[src/rtl/seg7_pkg.sv]
// rtl/seg7_pkg.sv - shared types and hex-to-segment table for the seg7_scanner slice
package seg7_pkg;

  localparam int SEG_A = 0;
  localparam int SEG_B = 1;
  localparam int SEG_C = 2;
  localparam int SEG_D = 3;
  localparam int SEG_E = 4;
  localparam int SEG_F = 5;
  localparam int SEG_G = 6;
  localparam int SEG_W = SEG_G + 1;

  typedef logic [SEG_W-1:0] seg_t;

  typedef enum logic {
    PH_LO = 1'b0,
    PH_HI = 1'b1
  } phase_e;

  localparam seg_t SEG_BLANK = 7'h00;

  // Active-high segments, bit SEG_A is the LSB (gfedcba).
  localparam seg_t SEG_HEX [16] = '{
    7'h3F, 7'h06, 7'h5B, 7'h4F, 7'h66, 7'h6D, 7'h7D, 7'h07,
    7'h7F, 7'h6F, 7'h77, 7'h7C, 7'h39, 7'h5E, 7'h79, 7'h71
  };

endpackage

[src/rtl/hex_to_seg7.sv]
// rtl/hex_to_seg7.sv - combinational 4-bit nibble to 7-segment decoder
module hex_to_seg7
  import seg7_pkg::*;
(
  input  logic [3:0] nib,
  output seg_t       seg
);

  assign seg = SEG_HEX[nib];

endmodule

[src/rtl/seg7_scanner.sv]
// rtl/seg7_scanner.sv - two-digit multiplexed hex display with frame-aligned value swap
// Optional build macro SEG7_LZ_BLANK_EN blanks a zero high digit.
module seg7_scanner
  import seg7_pkg::*;
#(
  parameter int REFRESH_DIV = 1024
) (
  input  logic       clk,
  input  logic       rst,
  input  logic [7:0] count_in,
  input  logic       count_valid,
  output logic       count_ready,
  input  logic       blank,
  output logic [6:0] seg,
  output logic       dig_sel,
  output logic       frame_tick,
  output logic [7:0] uo_out
);

  localparam int PW = $clog2(REFRESH_DIV);
  localparam logic [PW-1:0] PRE_LAST = PW'(REFRESH_DIV - 1);

  logic [PW-1:0] pre_q, pre_d;
  phase_e        ph_q, ph_d;
  logic [7:0]    disp_q, disp_d;
  logic [7:0]    pend_q, pend_d;
  logic          pend_vld_q, pend_vld_d;
  seg_t          seg_q, seg_d;
  logic          dig_sel_q, dig_sel_d;
  logic          frame_tick_q, frame_tick_d;

  logic          pre_last;
  logic          frame_end;
  logic          xfer;
  logic [3:0]    nib;
  seg_t          nib_seg;

  assign pre_last    = (pre_q == PRE_LAST);
  assign frame_end   = pre_last && (ph_q == PH_HI);
  assign count_ready = !pend_vld_q || frame_end;
  assign xfer        = count_valid && count_ready;

  always_comb begin
    pre_d = pre_last ? '0 : pre_q + PW'(1);
    ph_d  = pre_last ? phase_e'(~ph_q) : ph_q;
  end

  // At a frame boundary the pending value moves to the display; a value arriving
  // on that same boundary with nothing pending goes straight to the display.
  always_comb begin
    disp_d     = disp_q;
    pend_d     = pend_q;
    pend_vld_d = pend_vld_q;
    if (frame_end) begin
      if (pend_vld_q) begin
        disp_d     = pend_q;
        pend_vld_d = 1'b0;
        if (xfer) begin
          pend_d     = count_in;
          pend_vld_d = 1'b1;
        end
      end else if (xfer) begin
        disp_d = count_in;
      end
    end else if (xfer) begin
      pend_d     = count_in;
      pend_vld_d = 1'b1;
    end
  end

  assign nib = (ph_q == PH_HI) ? disp_q[7:4] : disp_q[3:0];

  hex_to_seg7 u_dec (
    .nib (nib),
    .seg (nib_seg)
  );

  always_comb begin
    seg_d = nib_seg;
`ifdef SEG7_LZ_BLANK_EN
    if ((ph_q == PH_HI) && (disp_q[7:4] == 4'h0)) begin
      seg_d = SEG_BLANK;
    end
`endif
    if (blank) begin
      seg_d = SEG_BLANK;
    end
    dig_sel_d    = ph_q;
    frame_tick_d = frame_end;
  end

  always_ff @(posedge clk or posedge rst) begin
    if (rst) begin
      pre_q        <= '0;
      ph_q         <= PH_LO;
      disp_q       <= 8'h00;
      pend_q       <= 8'h00;
      pend_vld_q   <= 1'b0;
      seg_q        <= SEG_BLANK;
      dig_sel_q    <= 1'b0;
      frame_tick_q <= 1'b0;
    end else begin
      pre_q        <= pre_d;
      ph_q         <= ph_d;
      disp_q       <= disp_d;
      pend_q       <= pend_d;
      pend_vld_q   <= pend_vld_d;
      seg_q        <= seg_d;
      dig_sel_q    <= dig_sel_d;
      frame_tick_q <= frame_tick_d;
    end
  end

  assign seg        = seg_q;
  assign dig_sel    = dig_sel_q;
  assign frame_tick = frame_tick_q;
  assign uo_out     = {dig_sel_q, seg_q};

endmodule

[config.mk]
export PLATFORM = sky130hd
export DESIGN_NAME = seg7_scanner
export DESIGN_NICKNAME = d
export VERILOG_FILES = /design/src/rtl/seg7_pkg.sv /design/src/rtl/hex_to_seg7.sv /design/src/rtl/seg7_scanner.sv
export SDC_FILE = /design/constraint.sdc
export NUM_CORES = 1
export LEC_CHECK = 0
export ABC_CLOCK_PERIOD_IN_PS = 1800
export CAP_MARGIN = 20
export CORE_ASPECT_RATIO = 0.75
export CORE_MARGIN = 2
export CORE_UTILIZATION = 48
export CTS_BUF_LIST = sky130_fd_sc_hd__clkbuf_16
export CTS_CLUSTER_SIZE = 28
export DETAILED_ROUTE_END_ITERATION = 10
export PLACE_DENSITY = 0.81
export RECOVER_POWER = 50
export SLEW_MARGIN = 20
export SYNTH_ARGS = -nofsm -noshare
export SYNTH_HDL_FRONTEND = slang
export SYNTH_HIERARCHICAL = 1
export SYNTH_SLANG_ARGS = --single-unit
[constraint.sdc]
create_clock -name clk -period 1.8 [get_ports clk]
set_input_delay 0.27 -clock clk [delete_from_list [all_inputs] [get_ports clk]]
set_output_delay 0.27 -clock clk [all_outputs]
set_load 0.005 [all_outputs]
== After elaboration in Yosys (flattened, before gate mapping) ==
Memory sizes are Yosys's and may differ from the RTL's.
Cells that the tools add are included.

* Register bits after elaboration: 37
* Bits in latches: 0
* Memory bits (writable): 0
* ROM bits: 112
* Bits of input ports: 12
* Output and inout bits: 18
* Word-level logic and storage cells: 36
* Memories: 1

{| class="wikitable"
|+ Memories
! memory !! words !! width !! read ports !! clocked after Yosys merged registers in !! write ports !! line !! RTL
|-
| (no name shown) || 16 || 7 || 1 || 0 || 0 || hex_to_seg7.sv:9 || <nowiki>assign seg = SEG_HEX[nib];</nowiki>
|}

* Add/sub/neg operators: 1
* $mul: 0
* Divide/modulo/power cells: 0
* Order comparisons: 1
* Eq/ne operators: 2
* Shift operators: 0
* Mux-type cells: 14
* Bitwise operators: 2
* Reductions and logical operators: 7

{| class="wikitable"
|+ Operators by type and width
! kind !! count
|-
| 8-bit 2-to-1 mux || 5
|-
| 7-bit 2-to-1 mux || 3
|-
| 10-bit by 1-bit adder with 10-bit output, second input constant || 1
|-
| 10-bit equality test, second input constant || 1
|-
| 10-bit 2-to-1 mux || 1
|-
| 5-bit >= comparator, second input constant || 1
|-
| 4-bit inverter with 5-bit output || 1
|-
| 1-bit 2-to-1 mux || 4
|-
| 4-bit 2-to-1 mux || 1
|-
| 2-bit nonzero test || 2
|-
| 1-bit logical AND || 2
|-
| 2-bit inequality test, second input constant || 1
|-
| 2-bit AND reduction || 1
|-
| 1-bit zero test || 1
|-
| 1-bit logical OR || 1
|-
| 1-bit inverter || 1
|}

== Longest topological paths before layout ==
Gate-level depths: netlist (run 1).

* Depth after elaboration: 7
* Gate-level depth with buffers: 7
* Mapped depth without buffers: 6

== Modules after synthesis ==
The synthesis (run 1) kept the hierarchy.

{| class="wikitable"
|+ Modules (own cells, without submodules)
! module !! instances !! cells each !! area an instance (µm²)
|-
| seg7_scanner || 1 || 123 || 1656.6
|-
| hex_to_seg7 || 1 || 33 || 282.8
|}

== Worst setup path before layout (run 1) ==
No wires, ideal clock.

* Path type: reg2reg
* From: register ph_q, in the netlist dig_sel_d
* To: register seg_q[3], in the netlist seg[3]
* Library setup time: 0.118 ns
* Arrival time: 1.784 ns
* Required time: 1.682 ns
* Slack: -0.102 ns
* Cell stages (with the launch flop): 8
* Buffers on the path: 1
* Cells stage by stage: dfrtp_1 -> buf_2 -> mux2_2 -> inv_1 -> ha_1 -> inv_1 -> mux4_2 -> nor2b_1

* Cells in the longest elaborated chain, start to end: 6

{| class="wikitable"
|+ RTL lines
! what !! line !! RTL
|-
| from (decl) || seg7_scanner.sv:24 || <nowiki>phase_e ph_q, ph_d;</nowiki>
|-
| from (signal assigned) || seg7_scanner.sv:104 || <nowiki>ph_q <= ph_d;</nowiki>
|-
| 4-bit 2-to-1 mux || seg7_scanner.sv:71 || <nowiki>assign nib = (ph_q == PH_HI) ? disp_q[7:4] : disp_q[3:0];</nowiki>
|-
| net nib[1] || seg7_scanner.sv:35 || <nowiki>logic [3:0] nib;</nowiki>
|-
| 4-bit inverter with 5-bit output (not written as such) || hex_to_seg7.sv:9 ||
|-
| memory 16 x 7 bit || - ||
|-
| 7-bit 2-to-1 mux (not written as such) (2 in series) || hex_to_seg7.sv:9 ||
|-
| net nib_seg[3] || seg7_scanner.sv:36 || <nowiki>seg_t nib_seg;</nowiki>
|-
| 7-bit 2-to-1 mux || seg7_scanner.sv:85 || <nowiki>if (blank) begin</nowiki>
|-
| net seg_d[3] || seg7_scanner.sv:28 || <nowiki>seg_t seg_q, seg_d;</nowiki>
|-
| to (signal assigned) || seg7_scanner.sv:108 || <nowiki>seg_q <= seg_d;</nowiki>
|-
| to (decl) || seg7_scanner.sv:28 ||
|}

The timed path passes the listed nets, and every way through them passes these cells. The select of a mux whose other input is x is not followed.
A chain may end at the register's enable or synchronous reset.

== Worst setup path after layout (run 1) ==
Same ends and word-level chain as after synthesis.

==> qor.txt, run 1 <==
status = finished, violations left
failing checks = negative setup slack
placed cell areas = 2320 sq um
final hold slack = 0.414 ns
Hold Path Class = in2async
total number of vias = 1311
layout net count = 220
Critical Path RT = 1.95 ns
die span in x = 77.4 microns
Max Cap Violations = 0
Initial Util = 51.6%
Core ar. = 3760 sq um
fin crit share = 100%
crit-path leading delay family = multiplexers
final-report hold violation count = 0
grt total ovfl = 0
Cell Rows = 19
Design Area, Final = 2610 sq um
CTS buffer count = 5
RSZ-0062 raised after global routing = yes
Clock Tree Root = clkbuf_16
cell taking the most area after synthesis = dfrtp_1
worst slew pin tran = 0.469 ns
syn nets = 176
Skew-Pair Late Insertion Delay = 0.27 ns
sequential share of the synthesized area = 47.7%
GPL Wtd Cong = 0.823
Max Freq = 554 MHz
Setup violations, final = 1
clock tree buffer depth = 2
Antenna Nets Post-Route = 0
WL/cell = 16.3 microns
Worst-path clk slew = 0.05 ns
Combinational Power Share = 7.1%
Net Sw Frac = 20.4%
DIE AREA = 4570 sq um
first-pass GRT wire length = 6680 microns
total track usage = 19.4%
Seq pwr share = 48.7%
CTS tree = yes
H-Tree Depth = 2
first-pass iteration count of the detailed router = 4
Leakage = 0.00121 uW
top cells by area, synth = dfrtp_1 (48%), mux2_2 (18%), ha_1 (5.2%), buf_4 (3.5%), nor2b_1 (2.9%)
final worst slack = -0.00565 ns
Clk pwr share = 44.3%
vias per cell = 5.20
Starting DRT DRC Count = 65
Reg2Reg Setup Slack = -0.006 ns
mapped cell area = 1940 sq um
Worst Setup SP = dig_sel_d
Worst EP arrival = 1.96 ns
worst-path cell chain = mux2_4 > inv_4 > ha_4 > mux4_2 > nor2b_4
DRT Wirelength = 4120 microns
Setup WS pre-CTS = -0.0861 ns
P&R area growth vs syn = 34.7%
Post-Synthesis Cells = 156
vias in the first global route = 1402
max-slew violations = 0
CP Class = reg2reg
Crit path buffers/inverters = 1
final worst path period need = 1.81 ns
Yosys cell types = 38
synthesized area per cell = 12.4 sq um
Setup TNS Final = -0.00565 ns
share of the synthesized area in the top cell type = 47.7%
maximum vdd drop = 656 uV
# IOs = 30
Power Density = 689 nW/um^2
CP endpoint kind = flip-flop
TritonCTS Sinks = 37
placed cell count = 237
FF+latch count, synth = 37
Die Ht = 59.0 microns
DRC Markers = 0
initial antenna violation count = 0
Final Non-Filler Cells = 252
dpl hpwl = 2820 microns
share of layout cells above drive strength 1 = 39.5%
port bufs = 29
Yosys Warn Count = 6
post-cts hold buffer count = 0
Slowest cell on crit path = dfrtp_2
largest net degree at the start of global routing = 38
Critical Path Start Type = flip-flop
Fin Clk Skew = 0.00649 ns
Internal Power = 1430 uW
Net Switching = 367 uW
CP max stage delay = 0.45 ns
number of diodes = 0
crit-path max FO = 3
Relative slew margins = 68.7%
worst r2r src = dig_sel_d
[sequential cells by signal, indices dropped and copies added, names as in the netlist]
register	flops
dig_sel	1
seg	7
pre_q	10
pend_q	8
frame_tick	1
disp_q	8
pend_vld_q	1
dig_sel_d	1
[layer usage]
layer / track usage [%] / wire [microns] / up-vias
li1: - / - / 616
met1: 24.1 / 1770 / 655
met2: 33.7 / 2140 / 34
met3: 5.03 / 159 / 6
met4: 6.63 / 48 / 0
met5: 0 / 0 / -
[cells in the final DEF, fill, tap and decap left out, types with 2 or more instances in the layout]
| cell type | Yosys | layout |
|---|---|---|
| nand2_1 | 5 | 5 |
| nor2b_1 | 9 | 8 |
| nor2_1 | 7 | 6 |
| xor2_1 | 6 | 6 |
| nand3_1 | 3 | 3 |
| mux2i_1 | 2 | 2 |
| clkdlybuf4s50_1 | 0 | 28 |
| mux2_4 | 0 | 3 |
| mux2_2 | 31 | 28 |
| inv_1 | 7 | 5 |
| ha_4 | 0 | 4 |
| clkbuf_16 | 0 | 5 |
| dfrtp_1 | 37 | 36 |
| xnor2_1 | 2 | 2 |
| inv_4 | 1 | 3 |
| ha_1 | 8 | 4 |
| buf_4 | 9 | 19 |
[power by group through the flow]
stage / Combinational [uW] / Clock (uW) / Sequential, uW
after floorplan: 61.6 / 0 / 885
after global placement: 120 / 0 / 886
after detailed placement: 125 / 0 / 888
after CTS: 127 / 799 / 875
after global routing: 139 / 842 / 878
final: 127 / 798 / 876
[cell type report]
| type | count | area, sq um |
|---|---|---|
| fill | 262 | 1140 |
| tap | 52 | 65.1 |
| sequential | 37 | 927 |
| timing repair buffer | 50 | 464 |
| multi-input combinational | 98 | 986 |
| clock inverter | 2 | 7.51 |
| inverter | 8 | 37.5 |
| clock buffer | 5 | 125 |
[final timing paths]
kind | to | cells after the start
max in group asynchronous | dig_sel_d | 3
setup / recovery | seg[3] | 5
hold / removal | dig_sel_d | 3
min in group clk | pend_q[0] | 1
setup reg to reg | seg[3] | 5
hold reg to reg | pend_q[0] | 1
[timing repair]
action | in CTS | in global routing
setup buffers | 7 | 1
endpoints found under the setup margin | 20 | 20
gates resized for setup | 12 | 10
pin swaps | 2 | 3
[cells by family (layout without fill, tap and decap cells)]
logic type	Yosys count	count (layout)	share of synthesized area [%]
AOI/OAI and AO/OA	11	11	4.58
xor gates and xnor gates	8	8	3.61
and+or+nand+nor	36	36	11.4
muxes	34	34	20.2
DFF	37	37	47.7
buffers and inverters	21	65	6.77
adders and majority gates	9	9	5.68
[worst min-delay path, stage by stage]
cell and delay [ns]:
clkdlybuf4s50_1 0.40, inv_1 0.05, buf_4 0.40
[synth_stat cells]
cell type and n:
mux2i_1 2, o31ai_1 1, nand2_1 5, nor3_4 1, nor2b_1 9, buf_2 1
nand3_1 3, inv_1 7, a21o_1 1, xnor2_1 2, buf_6 2, o211a_1 1
and2b_2 1, o211ai_1 1, maj3_1 1, a21oi_1 1, o21ai_0 1, and3_1 2
nor3_1 1, a22oi_1 2, nand3_2 1, buf_4 9, buf_1 1, and4_1 2
nand4_1 1, xor2_1 6, a31oi_1 1, and4_2 1, inv_4 1, ha_1 8
o21ai_4 1, mux4_2 1, nand4_2 1, nand2b_1 1, nor2_1 7, dfrtp_1 37
mux2_2 31, a32oi_1 1
[per-stage QoR]
step,util (%),power [uW]
2_1_floorplan,-,946
3_3_place_gp,61.8,1010
3_5_place_dp,61.8,1010
4_1_cts,68.5,1800
5_1_grt,69.6,1860
6_report,69.6,1800
Note: power is estimated with default switching activity, not from simulation.
==> run 2: changes to the inputs <==
- CAP_MARGIN: 20 -> unset
==> results of run 2 <==
No change in the layout: final DEF, timing and power equal those of run 1.
==> run 3: changes to the inputs <==
- CORE_UTILIZATION: 48 -> 56
- DONT_BUFFER_PORTS: unset -> 1
- GPL_ROUTABILITY_DRIVEN: unset -> 0
- PLACE_DENSITY: 0.81 -> 0.8
- REMOVE_ABC_BUFFERS: unset -> 1
==> qor.txt, run 3 (same netlist as run 1, synthesis figures left out) <==
Worst-path clk slew = 0.06 ns
Reg2Reg Setup Slack = 0.03 ns
Initial Util = 58.6%
Setup violations, final = 0
Hold Path Class = in2reg
initial antenna violation count = 0
total number of vias = 1189
CTS tree = yes
Worst Setup SP = dig_sel_d
CP Class = reg2reg
die span in x = 72.0 microns
share of layout cells above drive strength 1 = 45.2%
layout net count = 185
Clock Tree Root = clkbuf_16
Critical Path Start Type = flip-flop
fin crit share = 98.5%
port bufs = 0
utilization after layout = 69.5%
crit-path max FO = 4
commonest non-fill, non-tap cell in the layout = dfrtp_1
Net Sw Frac = 18.4%
vias per cell = 5.77
hold path start = blank
Critical Path RT = 1.97 ns
Worst EP arrival = 1.95 ns
DIE AREA = 3950 sq um
first-pass GRT wire length = 5670 microns
Combinational Power Share = 3.0%
total track usage = 20.0%
Largest register FFs = 10
final-report hold violation count = 0
worst-path cell chain = mux2_4 > inv_6 > ha_4 > mux4_2 > nor2b_1
grt total ovfl = 0
Net Switching = 382 uW
WL/cell = 18.2 microns
dpl hpwl = 2490 microns
final hold slack = 0.0449 ns
number of diodes = 0
Max Freq = 564 MHz
largest net degree at the start of global routing = 38
worst r2r src = dig_sel_d
Leakage = 0.00109 uW
Skew-Pair Late Insertion Delay = 0.28 ns
Internal Power = 1690 uW
commonest cells after routing, fill and taps aside = dfrtp_1 (36), mux2_2 (27), buf_4 (12)
Starting DRT DRC Count = 69
maximum vdd drop = 586 uV
CP endpoint kind = flip-flop
Fin Clk Skew = 0.00576 ns
# IOs = 30
P&R area growth vs syn = 18.7%
vias in the first global route = 1201
Die Ht = 55.0 microns
DRC Markers = 0
Seq pwr share = 42.2%
final worst path period need = 1.77 ns
Antenna Nets Post-Route = 0
DRT Wirelength = 3750 microns
CTS buffer count = 5
max-slew violations = 0
CP max stage delay = 0.45 ns
H-Tree Depth = 2
Core ar. = 3310 sq um
TritonCTS Sinks = 37
Slowest cell on crit path = dfrtp_2
clock tree buffer depth = 2
post-cts hold buffer count = 0
Largest regs = pre_q (10), disp_q (8), pend_q (8)
Cell Rows = 18
Relative slew margins = 39.5%
Clk pwr share = 54.7%
status = finished clean
first-pass iteration count of the detailed router = 4
Power Density = 902 nW/um^2
Max Cap Violations = 0
worst slew pin tran = 0.907 ns
Biggest register = pre_q
[run 3: cell types whose count changed in the layout (fill, tap and decap cells not counted), sizes merged]
cell	change
buf	-7
clkdlybuf4s15	-1
clkdlybuf4s50	-28
bufinv	+2
clkbuf	+1
clkinv	-1
[run 3: final cells by class]
class                      instances  area, sq um
clock buffer                       5          125
fill                             228         1010
sequential                        37          927
timing repair buffer              15          126
inverter                           8         40.0
clock inverter                     3         68.8
multi-input combinational         98          965
tap                               40         50.0
[run 3: repair_timing]
item	4_1_cts	5_1_grt
buffers inserted	2	1
setup endpoints to repair	18	21
pin swaps	1	2
resized for setup	9	15
[run 3: worst paths after layout]
kind | endpoint | cells after the start
hold / removal | seg[6] | 1
min in group asynchronous | disp_q[3] | 2
hold reg to reg | pend_q[5] | 1
max in group asynchronous | dig_sel_d | 2
setup / recovery | seg[3] | 5
setup reg to reg | seg[3] | 5
[run 3: per-stage QoR]
| stage | setup WS (ns) | total power, uW | setup TNS [ns] | instance area, sq um | cells |
|---|---|---|---|---|---|
| after floorplan | -0.0847 | 937 | -0.0847 | 1840 | 143 |
| after global placement | -0.0340 | 948 | -0.0340 | 1980 | 195 |
| after detailed placement | -0.0631 | 954 | -0.260 | 1980 | 195 |
| after CTS | -0.00743 | 2100 | -0.0216 | 2220 | 205 |
| after global routing | -0.0103 | 2140 | -0.0361 | 2300 | 206 |
| final | 0.0267 | 2080 | 0 | 2300 | 206 |
[run 3: per-layer routing]
metal | GRT usage [%] | up-vias | wire length [microns]
met4 | 9.75 | 0 | 87
met1 | 24.4 | 595 | 1610
li1 | - | 550 | -
met3 | 7.07 | 11 | 175
met5 | 0 | - | 0
met2 | 32.4 | 33 | 1880
[run 3: power groups by stage]
stage | logic (uW) | registers [uW] | clock network [uW]
5_1_grt | 72.5 | 880 | 1190
4_1_cts | 66.3 | 876 | 1150
6_report | 63.2 | 877 | 1140
3_5_place_dp | 62.7 | 891 | 0
3_3_place_gp | 58.7 | 889 | 0
2_1_floorplan | 51.0 | 886 | 0
[run 3: worst max-delay path, delay by kind of cell (launching register included)]
kind / cells / cell delay, ns
buffers and inverters: 1 / 0.09
AND/OR/NAND/NOR: 1 / 0.14
adder cells (fa/ha/maj): 1 / 0.19
multiplexers: 2 / 0.80
flip-flops: 1 / 0.45
